--- src/rtl/uart_dbg_pkg.sv ---
// Shared types and constants for the UART debug message path.
package uart_dbg_pkg;

    localparam int unsigned BYTE_W = 8;

    typedef enum logic [1:0] {
        IDLE,
        FETCH,
        WAIT_BUSY
    } arb_state_t;

    // Index width that stays legal (>= 1 bit) for a single requester.
    function automatic int unsigned idx_width(input int unsigned n);
        return (n > 1) ? $clog2(n) : 1;
    endfunction

endpackage

--- src/rtl/rr_arbiter_pick.sv ---
// Combinational round-robin picker: first set request after last_grant, wrapping.
module rr_arbiter_pick
    import uart_dbg_pkg::*;
#(
    parameter int unsigned N_REQ = 3,
    parameter int unsigned IDX_W = idx_width(N_REQ)
) (
    input  logic [N_REQ-1:0] req,
    input  logic [IDX_W-1:0] last_grant,
    output logic [IDX_W-1:0] winner,
    output logic             any_req
);

    logic [IDX_W-1:0] cand;
    logic             found;

    always_comb begin
        winner = last_grant;
        cand   = '0;
        found  = 1'b0;
        // k = N_REQ wraps back to last_grant itself, so it has lowest priority.
        for (int unsigned k = 1; k <= N_REQ; k++) begin
            cand = IDX_W'((32'(last_grant) + k) % N_REQ);
            if (!found && req[cand]) begin
                winner = cand;
                found  = 1'b1;
            end
        end
    end

    assign any_req = |req;

endmodule

--- src/rtl/uart_msg_arbiter.sv ---
// Message-atomic round-robin arbiter sharing one uart_tx between several byte sources,
// with a mid-message stall watchdog and a per-grant length limit.
module uart_msg_arbiter
    import uart_dbg_pkg::*;
#(
    parameter int unsigned N_REQ         = 3,
    parameter int unsigned MAX_MSG_BYTES = 16,
    parameter int unsigned STALL_CYCLES  = 4096
) (
    input  logic                      clk,
    input  logic                      rst,
    input  logic [N_REQ-1:0]          req_valid,
    input  logic [BYTE_W*N_REQ-1:0]   req_data,
    input  logic [N_REQ-1:0]          req_last,
    output logic [N_REQ-1:0]          req_ready,
    output logic [BYTE_W-1:0]         tx_data,
    output logic                      tx_valid,
    input  logic                      tx_busy,
    output logic [idx_width(N_REQ)-1:0] grant_id,
    output logic                      grant_active,
    output logic                      msg_done,
    output logic                      stall_err,
    output logic                      len_err
);

    localparam int unsigned IDX_W   = idx_width(N_REQ);
    localparam int unsigned CNT_W   = $clog2(MAX_MSG_BYTES + 1);
    localparam int unsigned STALL_W = (STALL_CYCLES > 1) ? $clog2(STALL_CYCLES) : 1;

    localparam logic [CNT_W-1:0]   LAST_BYTE_IDX = CNT_W'(MAX_MSG_BYTES - 1);
    localparam logic [STALL_W-1:0] STALL_MAX     = STALL_W'(STALL_CYCLES - 1);

    arb_state_t          state_q, state_d;
    logic [IDX_W-1:0]    grant_id_q, grant_id_d;
    logic [IDX_W-1:0]    last_grant_q, last_grant_d;
    logic                grant_active_q, grant_active_d;
    logic [CNT_W-1:0]    byte_cnt_q, byte_cnt_d;
    logic [STALL_W-1:0]  stall_cnt_q, stall_cnt_d;
    logic                last_q, last_d;
    logic                forced_q, forced_d;
    logic [BYTE_W-1:0]   tx_data_q, tx_data_d;
    logic                tx_valid_q, tx_valid_d;
    logic                msg_done_q, msg_done_d;
    logic                stall_err_q, stall_err_d;
    logic                len_err_q, len_err_d;

    logic [IDX_W-1:0]    pick_winner;
    logic                pick_any;

    logic [BYTE_W-1:0]   req_bytes [N_REQ];
    logic                sel_valid;
    logic                sel_last;
    logic [BYTE_W-1:0]   sel_data;
    logic                at_limit;

    for (genvar g = 0; g < N_REQ; g++) begin : g_bytes
        assign req_bytes[g] = req_data[g*BYTE_W +: BYTE_W];
    end

    assign sel_valid = req_valid[grant_id_q];
    assign sel_last  = req_last[grant_id_q];
    assign sel_data  = req_bytes[grant_id_q];
    assign at_limit  = (byte_cnt_q == LAST_BYTE_IDX);

    rr_arbiter_pick #(
        .N_REQ (N_REQ),
        .IDX_W (IDX_W)
    ) u_pick (
        .req        (req_valid),
        .last_grant (last_grant_q),
        .winner     (pick_winner),
        .any_req    (pick_any)
    );

    always_comb begin
        state_d        = state_q;
        grant_id_d     = grant_id_q;
        last_grant_d   = last_grant_q;
        grant_active_d = grant_active_q;
        byte_cnt_d     = byte_cnt_q;
        stall_cnt_d    = stall_cnt_q;
        last_d         = last_q;
        forced_d       = forced_q;
        tx_data_d      = tx_data_q;
        tx_valid_d     = 1'b0;
        msg_done_d     = 1'b0;
        stall_err_d    = 1'b0;
        len_err_d      = 1'b0;
        req_ready      = '0;

        unique case (state_q)
            IDLE: begin
                if (pick_any) begin
                    grant_id_d     = pick_winner;
                    last_grant_d   = pick_winner;
                    grant_active_d = 1'b1;
                    byte_cnt_d     = '0;
                    stall_cnt_d    = '0;
                    state_d        = FETCH;
                end
            end

            FETCH: begin
                // While uart_tx is busy the source is not at fault, so nothing counts.
                if (!tx_busy) begin
                    req_ready[grant_id_q] = 1'b1;
                    if (sel_valid) begin
                        tx_data_d   = sel_data;
                        tx_valid_d  = 1'b1;
                        byte_cnt_d  = byte_cnt_q + 1'b1;
                        last_d      = sel_last || at_limit;
                        forced_d    = !sel_last && at_limit;
                        stall_cnt_d = '0;
                        state_d     = WAIT_BUSY;
                    end else if (stall_cnt_q == STALL_MAX) begin
                        stall_err_d    = 1'b1;
                        grant_active_d = 1'b0;
                        state_d        = IDLE;
                    end else begin
                        stall_cnt_d = stall_cnt_q + 1'b1;
                    end
                end
            end

            WAIT_BUSY: begin
                if (tx_busy) begin
                    if (last_q) begin
                        msg_done_d     = !forced_q;
                        len_err_d      = forced_q;
                        grant_active_d = 1'b0;
                        state_d        = IDLE;
                    end else begin
                        state_d = FETCH;
                    end
                end
            end

            default: state_d = IDLE;
        endcase
    end

    always_ff @(posedge clk) begin
        if (rst) begin
            state_q        <= IDLE;
            grant_id_q     <= '0;
            last_grant_q   <= IDX_W'(N_REQ - 1);
            grant_active_q <= 1'b0;
            byte_cnt_q     <= '0;
            stall_cnt_q    <= '0;
            last_q         <= 1'b0;
            forced_q       <= 1'b0;
            tx_data_q      <= '0;
            tx_valid_q     <= 1'b0;
            msg_done_q     <= 1'b0;
            stall_err_q    <= 1'b0;
            len_err_q      <= 1'b0;
        end else begin
            state_q        <= state_d;
            grant_id_q     <= grant_id_d;
            last_grant_q   <= last_grant_d;
            grant_active_q <= grant_active_d;
            byte_cnt_q     <= byte_cnt_d;
            stall_cnt_q    <= stall_cnt_d;
            last_q         <= last_d;
            forced_q       <= forced_d;
            tx_data_q      <= tx_data_d;
            tx_valid_q     <= tx_valid_d;
            msg_done_q     <= msg_done_d;
            stall_err_q    <= stall_err_d;
            len_err_q      <= len_err_d;
        end
    end

    assign tx_data      = tx_data_q;
    assign tx_valid     = tx_valid_q;
    assign grant_id     = grant_id_q;
    assign grant_active = grant_active_q;
    assign msg_done     = msg_done_q;
    assign stall_err    = stall_err_q;
    assign len_err      = len_err_q;

endmodule

--- config.mk ---
export PLATFORM = sky130hd
export DESIGN_NAME = uart_msg_arbiter
export DESIGN_NICKNAME = d
export VERILOG_FILES = /design/src/rtl/uart_dbg_pkg.sv /design/src/rtl/rr_arbiter_pick.sv /design/src/rtl/uart_msg_arbiter.sv
export SDC_FILE = /design/constraint.sdc
export NUM_CORES = 1
export LEC_CHECK = 0
export CAP_MARGIN = 10
export CORE_ASPECT_RATIO = 0.9
export CORE_MARGIN = 2
export CORE_UTILIZATION = 35
export DETAILED_ROUTE_END_ITERATION = 10
export PLACE_DENSITY_LB_ADDON = 0.2
export SLEW_MARGIN = 20
export SYNTH_ARGS = -nofsm -noshare
export SYNTH_HDL_FRONTEND = slang
export SYNTH_SLANG_ARGS = --single-unit
--- constraint.sdc ---
create_clock -name clk -period 5.05 [get_ports clk]
set_input_delay 0.505 -clock clk [delete_from_list [all_inputs] [get_ports clk]]
set_output_delay 0.505 -clock clk [all_outputs]
set_load 0.005 [all_outputs]
==> summary.md, run 1 <==
| Metric | Value |
|---|---|
| Fin. Hold Viols | 0 |
| Most frequent cells in the layout | clkdlybuf4s50_1, nor2_1, dfxtp_1 |
| Static leakage | 1.058 nW |
| Post-synth ARST share | 0% |
| Top post-synthesis cells by area | dfxtp_1, nor2_1, mux2i_1, ha_1, a21oi_1 |
| CP Class | primary input to register |
| Mapped cell area | 0.002283 sq mm |
| TritonRoute pass-1 iters | 4 |
| Syn avg cell area | 8.012 sq um |
| Count of flip-flops with a built-in enable after synthesis | 0 |
| Wire per inst | 13.25 um |
| Total negative slack | 0 ps |
| DRC | 0 |
| Remaining Overflow, GRT | 0 |
| Crit start category | primary input |
| Unique masters post-synth | 54 |
| Commonest non-fill, non-tap cell in the layout | clkdlybuf4s50_1 |
| Routed vias | 2146 |
| Drt via density | 5.247 |
| Arr. time, crit path | 2930 ps |
| Synth Net Count | 327 |
| Clk root buf | clkbuf_8 |
| Max_slew headroom | 41.12% |
| Max Root-Sink Buffers | 2 |
| Inserted Diodes | 0 |
| RSZ-0062 raised after global routing | false |
| Gpl congestion | 0.9029 |
| Inserted Clock Buffers | 5 |
| Die width | 89.14 um |
| Seq/Total Area, Yosys | 32.44% |
| Multi-input combinational cell area | 0.001389 sq mm |
| # setup viols final | 0 |
| Full die area | 0.007187 sq mm |
| Vias in the first global route | 2067 |
| Fin crit share | 54.53% |
| IO Pins | 51 |
| Finished Layout Cells | 409 |
| DPL Wire Length | 3922 um |
| Hold-fix buffers at CTS | 0 |
| Inst Count DP | 401 |
| Clock sink count | 37 |
| Fmax | 0.3632 GHz |
| Yosys top cell by area | dfxtp_1 |
| Max-cap violations | 0 |
| Postcts setup bufs | 0 |
| H-Tree Depth | 2 |
| Die height | 80.63 um |
| Worst-path maximum fanout | 14 |
| Synthesized instance count | 285 |
| VDD IR max | 0.0001414 V |
| # resized after CTS | 0 |
| Synthesis warning total | 0 |
| Core ar. | 0.006216 sq mm |
| Area growth, synth to finish | 28.11% |
| CTS tree | yes |
| Total power | 0.001241 W |
| Register area | 740.7 sq um |
| Worst Setup End Kind | register |
| Initial core utilization | 36.74% |
| Flops & latches, synth | 37 |
| DRT Wirelength | 5419 um |
| Status | finished clean |
| Fin nets | 363 |
| 1st-iter DRT viols | 123 |
| CTS clock-pin slew for the worst setup and hold paths | 80 ps |
| Maximum number of pins on one net before global-route repair | 24 |
| Share of the synthesized area in the top cell type | 32.44% |
| Initial antenna violation count | 0 |
| Layout cell share with drive strength beyond 1 | 4.969% |
| Power per cell area | 424.2 mW/mm^2 |
| First-pass GRT wire length | 9528 um |
| Synth Flop Type | dfxtp_1 |
| Clk_skew | 9.287 ps |
| Worst-skew pair later-pin latency | 290 ps |
| Least-Margin Pin Slew | 876.4 ps |
| Final Max Tran Viols | 0 |
| Final min period | 2754 ps |
| GRT Total Usage | 16.51% |
| Final Hold Slack | 439.4 ps |
| Core Rows | 27 |
| Input/output buffers | 50 |
| Required @ worst endpoint | 5230 ps |
| ANT nets after route | 0 |
| Fill cells | 639 |
| Hold crit path type | register to register |
## logic make-up after synthesis
group                      count (synthesis)  synth area share (%)
AOI/OAI and AO/OA                         76                 23.07
xor gates and xnor gates                   3                 1.151
adders and majority gates                 11                 5.808
buffers and inverters                     35                 6.739
DFF                                       37                 32.44
muxes                                     13                 5.698
and+or+nand+nor                          110                 25.10
## path summary, 6_finish.rpt
kind,start,to,slack (ps),cells past startpoint
worst min-delay path,forced_q,msg_done,440,1
worst min register to register,forced_q,msg_done,440,1
worst max register to register,grant_id[1],stall_cnt_q[10],2360,4
worst max-delay path,req_valid[1],stall_cnt_q[3],2300,6
## layout make-up
| cell class | count | area share, % |
|---|---|---|
| sequential | 37 | 25.32 |
| multi-input combinational | 213 | 47.48 |
| tap | 87 | 3.721 |
| timing repair buffer | 50 | 17.11 |
| clock inverter | 3 | 2.224 |
| clock buffer | 5 | 2.352 |
| inverter | 14 | 1.796 |
## through the flow
stage               utilization, %  setup slack, ps  area, sq um
detailed placement           44.91             2015         2791
global placement             44.91             2067         2791
finish                       47.06             2296         2925
global route                 47.06             2027         2925
floorplan                        -             2578         2283
CTS                          47.06             2325         2925
## critical path, cell delays in order
cell and delay [ps]:
clkdlybuf4s50_1 780, nor4b_4 110, nor3_1 740, o22ai_1 430, o21ai_1 270, o31ai_2 90
## cell usage after synthesis, drive strengths merged (2+ instances only)
master	n
o22ai	2
nand2b	3
o21a	2
and4	2
xor2	3
dfxtp	37
and3	6
nor2b	5
nand3b	2
o2111ai	2
a21oi	16
o31ai	8
a22oi	3
maj3	2
nand2	11
a211oi	10
or3	2
a32oi	2
buf	10
ha	9
nor4	3
nor2	40
and2	2
mux2i	13
nand3	11
nand4	6
nor3	10
inv	13
a31o	2
o21ai	17
a31oi	4
clkbuf	11
## flip-flops by register name, indices dropped and copies added, names as in the netlist
name          count
tx_data           8
msg_done          1
tx_valid          1
forced_q          1
state_q           2
stall_err         1
stall_cnt_q      12
byte_cnt_q        5
last_q            1
grant_id          2
last_grant_q      1
len_err           1
grant_active      1
## power by group
group | internal (W) | total (W) | leakage [nW] | switching, W
sequential | 0.000334 | 0.000400 | 0.300 | 0.0000660
combinational | 0.000251 | 0.000536 | 0.689 | 0.000285
clock | 0.000196 | 0.000304 | 0.0681 | 0.000108
total | 0.000781 | 0.00124 | 1.06 | 0.000459
## metal layers
metal / part of all wire (%) / global-route usage (%)
met1: 49 / 21.50
met2: 45 / 26.96
met3: 4.9 / 4.214
met4: 1.1 / 4.328
met5: 0 / 0
Power figures use the tool's default switching activity.
==> run 2: changes to the inputs <==
==> constraint.sdc (replaced) <==
create_clock -name clk -period 2.55 [get_ports clk]
set_input_delay 0.255 -clock clk [delete_from_list [all_inputs] [get_ports clk]]
set_output_delay 0.255 -clock clk [all_outputs]
set_load 0.005 [all_outputs]
==> run 2 against run 1 <==
Compared with the run above:
- via count is 6.2% higher
- sequential share of layout area shrank 0.71 points
- critical path depth is the same
- routed wire length rose by 6.1%
- total power is 92% higher
- clock-buffer cell count did not move
- non-clock buffer count rose by 17
- core utilization up 1.3 points
- critical path type is now register to register
- clock skew down 1.9 ps
==> summary.md, run 2 (synthesized netlist as in run 1, its figures left out) <==
| Metric | Value |
|---|---|
| Status | finished clean |
| Gpl congestion | 0.8726 (-3.4%) |
| Max incr delay on CP | 690 ps (-90 ps) |
| Max-cap violations | 0 (unchanged) |
| Clk_skew | 7.420 ps (-1.866 ps) |
| Fin nets | 380 (+4.7%) |
| CTS clock-pin slew for the worst setup and hold paths | 80 ps (about the same) |
| Postcts setup bufs | 0 (unchanged) |
| Final Max Tran Viols | 0 (unchanged) |
| Wire per inst | 13.50 um (+1.9%) |
| Core Rows | 27 (unchanged) |
| Hold crit path type | register to register |
| Area growth, synth to finish | 31.78% |
| Drt via density | 5.352 (+2.0%) |
| Worst path slowest cell | or4_1 |
| H-Tree Depth | 2 (unchanged) |
| Input/output buffers | 50 (unchanged) |
| CTS tree | yes |
| Static leakage | 1.119 nW (+5.8%) |
| IO Pins | 51 (unchanged) |
| Worst-skew pair later-pin latency | 290 ps (about the same) |
| Fin. Hold Viols | 0 (unchanged) |
| Fmax | 0.4171 GHz |
| Most frequent cells in the layout | clkdlybuf4s50_1, nor2_1, dfxtp_1 |
| WP buf/inv | 1 (unchanged) |
| Worst-path maximum fanout | 7 (-7) |
| Required @ worst endpoint | 2760 ps (-2470 ps) |
| Commonest non-fill, non-tap cell in the layout | clkdlybuf4s50_1 |
| Die width | 89.14 um (unchanged) |
| Fin crit share | 94.03% |
| Hold-fix buffers at CTS | 0 (unchanged) |
| Final min period | 2398 ps |
| # resized after CTS | 0 (unchanged) |
| Inserted Clock Buffers | 5 (unchanged) |
| 1st-iter DRT viols | 124 (+0.81%) |
| Maximum number of pins on one net before global-route repair | 24 (unchanged) |
| Largest Register | stall_cnt_q |
| # setup viols final | 0 (unchanged) |
| HP Start | forced_q |
| DRT Wirelength | 5749 um (+6.1%) |
| CP Class | register to register |
| Initial core utilization | 36.74% (unchanged) |
| Full die area | 0.007187 sq mm (unchanged) |
| Vias in the first global route | 2160 (+4.5%) |
| VDD IR max | 0.0002559 V (+81%) |
| Core ar. | 0.006216 sq mm (unchanged) |
| Initial antenna violation count | 0 (unchanged) |
| Worst r2r src | state_q[0] |
| Max_slew headroom | 61.93% (+21 points) |
| Crit path from | state_q[0] |
| Routed vias | 2280 (+6.2%) |
| Crit start category | register |
| Power per cell area | 789.8 mW/mm^2 (+86%) |
| First-pass GRT wire length | 9977 um (+4.7%) |
| Clock sink count | 37 (unchanged) |
| Post-DP Area | 0.002919 sq mm (+4.6%) |
| Final Instance Area | 0.003009 sq mm (+2.9%) |
| Max FFs per register | 12 (unchanged) |
| Arr. time, crit path | 2610 ps (-320 ps) |
| Crit-path leading delay family | simple AND/OR/NAND/NOR gates |
| TritonRoute pass-1 iters | 4 (unchanged) |
| Least-Margin Pin Slew | 566.3 ps (-310.2 ps) |
| Die height | 80.63 um (unchanged) |
| Worst Setup End Kind | register |
| DRC | 0 (unchanged) |
| DPL Wire Length | 4283 um (+9.2%) |
| Remaining Overflow, GRT | 0 (unchanged) |
| RSZ-0062 raised after global routing | false |
| GRT Total Usage | 17.43% (+0.93 points) |
| CP cell instances | inv_1 > ha_1 > nor4b_4 > or3_1 > or4_1 > o31ai_2 |
| Clk root buf | clkbuf_8 |
| ANT nets after route | 0 (unchanged) |
| Inserted Diodes | 0 (unchanged) |
| Total negative slack | 0 ps (unchanged) |
| Max Root-Sink Buffers | 2 (unchanged) |
| Layout cell share with drive strength beyond 1 | 9.735% (+4.8 points) |
==> run 2: where the power goes <==
group	switching, W	internal, W
clock network	0.000227	0.000194
logic	0.000659	0.000572
registers	0.0000639	0.000661
total	0.000949	0.00143
==> run 2: worst paths after layout <==
path | cells after the start | slack, ps | end
worst max-delay path | 6 | 150 | stall_cnt_q[3]
worst min-delay path | 1 | 450 | msg_done
worst max register to register | 6 | 150 | stall_cnt_q[3]
worst min register to register | 1 | 450 | msg_done
==> run 2: per-stage QoR <==
stage	std cells	hold WS (ps)	util, %	power (W)	setup WS, ps
after floorplan	285	334.3	-	0.001577	77.83
after global placement	418	432.7	46.96	0.001955	179.5
after detailed placement	418	440.4	46.96	0.001965	125.4
after CTS	426	455.0	48.41	0.002396	164.5
after global routing	426	492.6	48.41	0.002585	71.73
final	426	451.2	48.41	0.002377	152.4
==> run 2: layout make-up <==
cell class	count	area (sq um)
clock buffers	5	68.82
clock inverters	3	21.27
fillers	655	3207
inverters	14	52.55
multi-input cells	213	1389
flip-flops and latches	37	740.7
well taps	87	108.9
repair buffers	67	628.1
==> run 2: routing by layer <==
layer  track usage (%)  wire, um  part of all wire [%]  up-vias
met2             26.89      2551                    44       81
met5                 0         0                     0        -
li1                  -         -                     -     1143
met3             4.111       404                   7.0       11
met1             23.83      2701                    47     1045
met4             5.522        91                   1.6        0
==> run 2: worst reg2reg max path: stages (launching register included) <==
cell	delay [ps]
dfxtp_1	390
inv_1	80
ha_1	280
nor4b_4	170
or3_1	420
or4_1	690
o31ai_2	280
==> variant (flow settings as in run 2) <==
`N_REQ` is set to 3 in 2 places; all go to 6.
--- a/src/rtl/rr_arbiter_pick.sv
+++ b/src/rtl/rr_arbiter_pick.sv
@@ -2,7 +2,7 @@
 module rr_arbiter_pick
     import uart_dbg_pkg::*;
 #(
-    parameter int unsigned N_REQ = 3,
+    parameter int unsigned N_REQ = 6,
     parameter int unsigned IDX_W = idx_width(N_REQ)
 ) (
     input  logic [N_REQ-1:0] req,
--- a/src/rtl/uart_msg_arbiter.sv
+++ b/src/rtl/uart_msg_arbiter.sv
@@ -3,7 +3,7 @@
 module uart_msg_arbiter
     import uart_dbg_pkg::*;
 #(
-    parameter int unsigned N_REQ         = 3,
+    parameter int unsigned N_REQ         = 6,
     parameter int unsigned MAX_MSG_BYTES = 16,
     parameter int unsigned STALL_CYCLES  = 4096
 ) (
Ports: changed (5 resized); port bits go from 51 to 85. The function was not compared with the original's and may differ.
==> variant against run 2 <==
  * The flow now finishes with violations (setup timing)
  * Routed wire length rose by 82%
  * Worst setup slack lost 510 ps
  * Via count is 64% higher
  * Area after synthesis is 45% higher
  * Critical path depth is 8 higher
  * Sequential cell count rose by 2
  * Final area is 69% higher
  * Total power up 120%
  * Critical endpoint is now grant_id[2]
==> variant: results (changes against run 2) <==
WL met2 4.924 mm (was 2.551 mm); routed vias 3733 (was 2280); worst reg2reg endpoint grant_id[2] (was stall_cnt_q[3]); clk_skew 11.23 ps (was 7.420 ps); Adder-Cell Fraction of Synth Area 7.536% (was 5.808%); initial antenna violation count 0 (unchanged); final cell count without fillers 679 (was 426); failing checks setup timing; Met1 Routed Length 4.682 mm (was 2.701 mm); # port buffers 84 (was 50); max FFs per register 12 (unchanged); Compound-Gate Fraction of Synth Area 26.11% (was 23.07%); final net count 639 (was 380); largest cells by area after synthesis dfxtp_1 24%, ha_1 7.5%, nor2_1 6.8% (was dfxtp_1 32%, nor2_1 6.6%, mux2i_1 5.7%); status finished with violations (was finished clean); Reg-to-Reg Start grant_id[1] (was state_q[0]); Synth Area in XOR/XNOR 3.881% (was 1.151%); Biggest register stall_cnt_q (unchanged); DR WL met3 837 um (was 404 um); diode count 0 (unchanged); largest net degree at the start of global routing 25 (was 24); Top Metal Used met4 (unchanged); hpwl dp 8.109 mm (was 4.283 mm); number of global-route vias before repair 3562 (was 2160); Clock transition at path regs 80 ps (about the same); GP Congestion 0.8854 (was 0.8726); syn_area_per_cell 7.741 sq um (was 8.012 sq um); crit-path max FO 4 (was 7); final setup margin -356.9 ps (was 152.4 ps); Max-slew headroom 54.71% (was 61.93%); Async SR Flop Fraction 0% (unchanged); Initial DRC Count 197 (was 124); Max Root-Sink Buffers 2 (unchanged); hold_buf cts 0 (unchanged); Synth Net Count 512 (was 327); Fillers 928 (was 655); Worst-Skew Late Latency 290 ps (about the same); Peak supply drop 0.3214 mV (was 0.2559 mV); top cells by count, synth 60 x nor2_1, 42 x a21oi_1, 39 x dfxtp_1 (was 40 x nor2_1, 37 x dfxtp_1, 16 x a21oi_1); first-pass iteration count of the detailed router 5 (was 4); WP data arrival 3120 ps (was 2610 ps); gr usage total 20.35% (was 17.43%); H-Tree Depth 2 (unchanged); total wire length 10.48 mm (was 5.749 mm); root buffer cell clkbuf_8 (unchanged); Num CTS Buffers 5 (unchanged); yosys warns 0 (unchanged); DP Cell Count 664 (was 418); first-pass GRT wire length 16.91 mm (was 9.977 mm); share of cells above drive strength 1 24.24% (was 9.735%); hold path start forced_q (unchanged); setup violators final 5 (was 0); Reg2Reg Depth 14 (was 6); Hold WC Path Type flop to flop (unchanged); post-synthesis cell type count 70 (was 54); mux contribution to synthesized area 10.85% (was 5.699%); Seq/Total Area, Yosys 23.51% (was 32.44%); Leakage 1.926 nW (was 1.119 nW)
variant: cell types whose count changed in the layout (fill, tap and decap cells not counted), sizes merged, moves of 5 or more:
cell	run 2	this run
xnor2	0	6
o31ai	8	2
clkdlybuf4s50	50	84
nor2	40	61
nand2	11	25
a21oi	16	44
inv	14	21
mux2i	13	18
a221oi	1	10
ha	9	20
mux2	0	14
buf	17	58
variant: worst max-delay path by stage:
stage                                from          end  slack [ps]  cells past startpoint
after floorplan           last_grant_q[2]  grant_id[2]        -330                     15
final                         grant_id[1]  grant_id[2]        -360                     14
after detailed placement      grant_id[1]  grant_id[2]        -290                     12
after CTS                     grant_id[1]  grant_id[2]        -250                     12
after global placement        grant_id[1]  grant_id[2]        -240                     12
after global routing          grant_id[1]  grant_id[2]        -450                     14
variant: cell families (layout without fill, tap and decap cells):
kind of cell	count (synthesis)	in the layout
AOI/OAI and AO/OA	127	127
adders and majority gates	20	20
muxes	33	33
buffers and inverters	43	171
and+or+nand+nor	154	154
xor gates and xnor gates	13	13
DFF	39	39
variant: area by class of cell:
cell class,count,area share [%]
timing repair buffer,142,25.65
multi-input combinational,347,51.90
clock inverter,2,0.2713
tap,122,3.009
sequential,39,15.61
inverter,21,1.702
clock buffer,6,1.850
variant: report_power, final:
part / internal (mW) / switching [mW] / total (mW)
clock network: 0.252 / 0.225 / 0.477
logic: 1.94 / 1.99 / 3.92
registers: 0.700 / 0.103 / 0.804
variant: timing repair:
| action | CTS | global route |
|---|---|---|
| resized for setup | 14 | 15 |
| setup buffers | 4 | 3 |
| pin swaps | 12 | 8 |
| endpoints found under the setup margin | 10 | 19 |
variant: metrics by stage:
stage	cell area [sq um]	worst slack (ps)	hold slack, ps	total power, mW	TNS [ps]
floorplan	3507	-326.1	412.9	3.124	-1377
global placement	4752	-242.5	429.1	4.259	-1066
detailed placement	4752	-290.1	436.7	4.306	-1284
CTS	4971	-250.7	450.1	5.002	-1134
global route	5072	-450.8	468.5	5.579	-1905
finish	5072	-356.9	449.9	5.205	-1348
variant: critical path, stage by stage, from the launching register on:
cell      delay (ps)
dfxtp_4          400
inv_4             60
ha_4             180
xnor2_4          230
ha_4             240
nor2b_4          130
a21oi_1           80
a311oi_2         290
buf_4            180
nor4bb_4          50
buf_4            150
nor4b_2          240
a21oi_1          120
a32o_2           260
a221oi_2         200
variant: layer usage:
| layer | GRT usage, % | vias up |
|---|---|---|
| met4 | 2.706 | 0 |
| met2 | 34.82 | 148 |
| met5 | 0 | - |
| met1 | 26.85 | 1746 |
| li1 | - | 1835 |
| met3 | 4.963 | 4 |
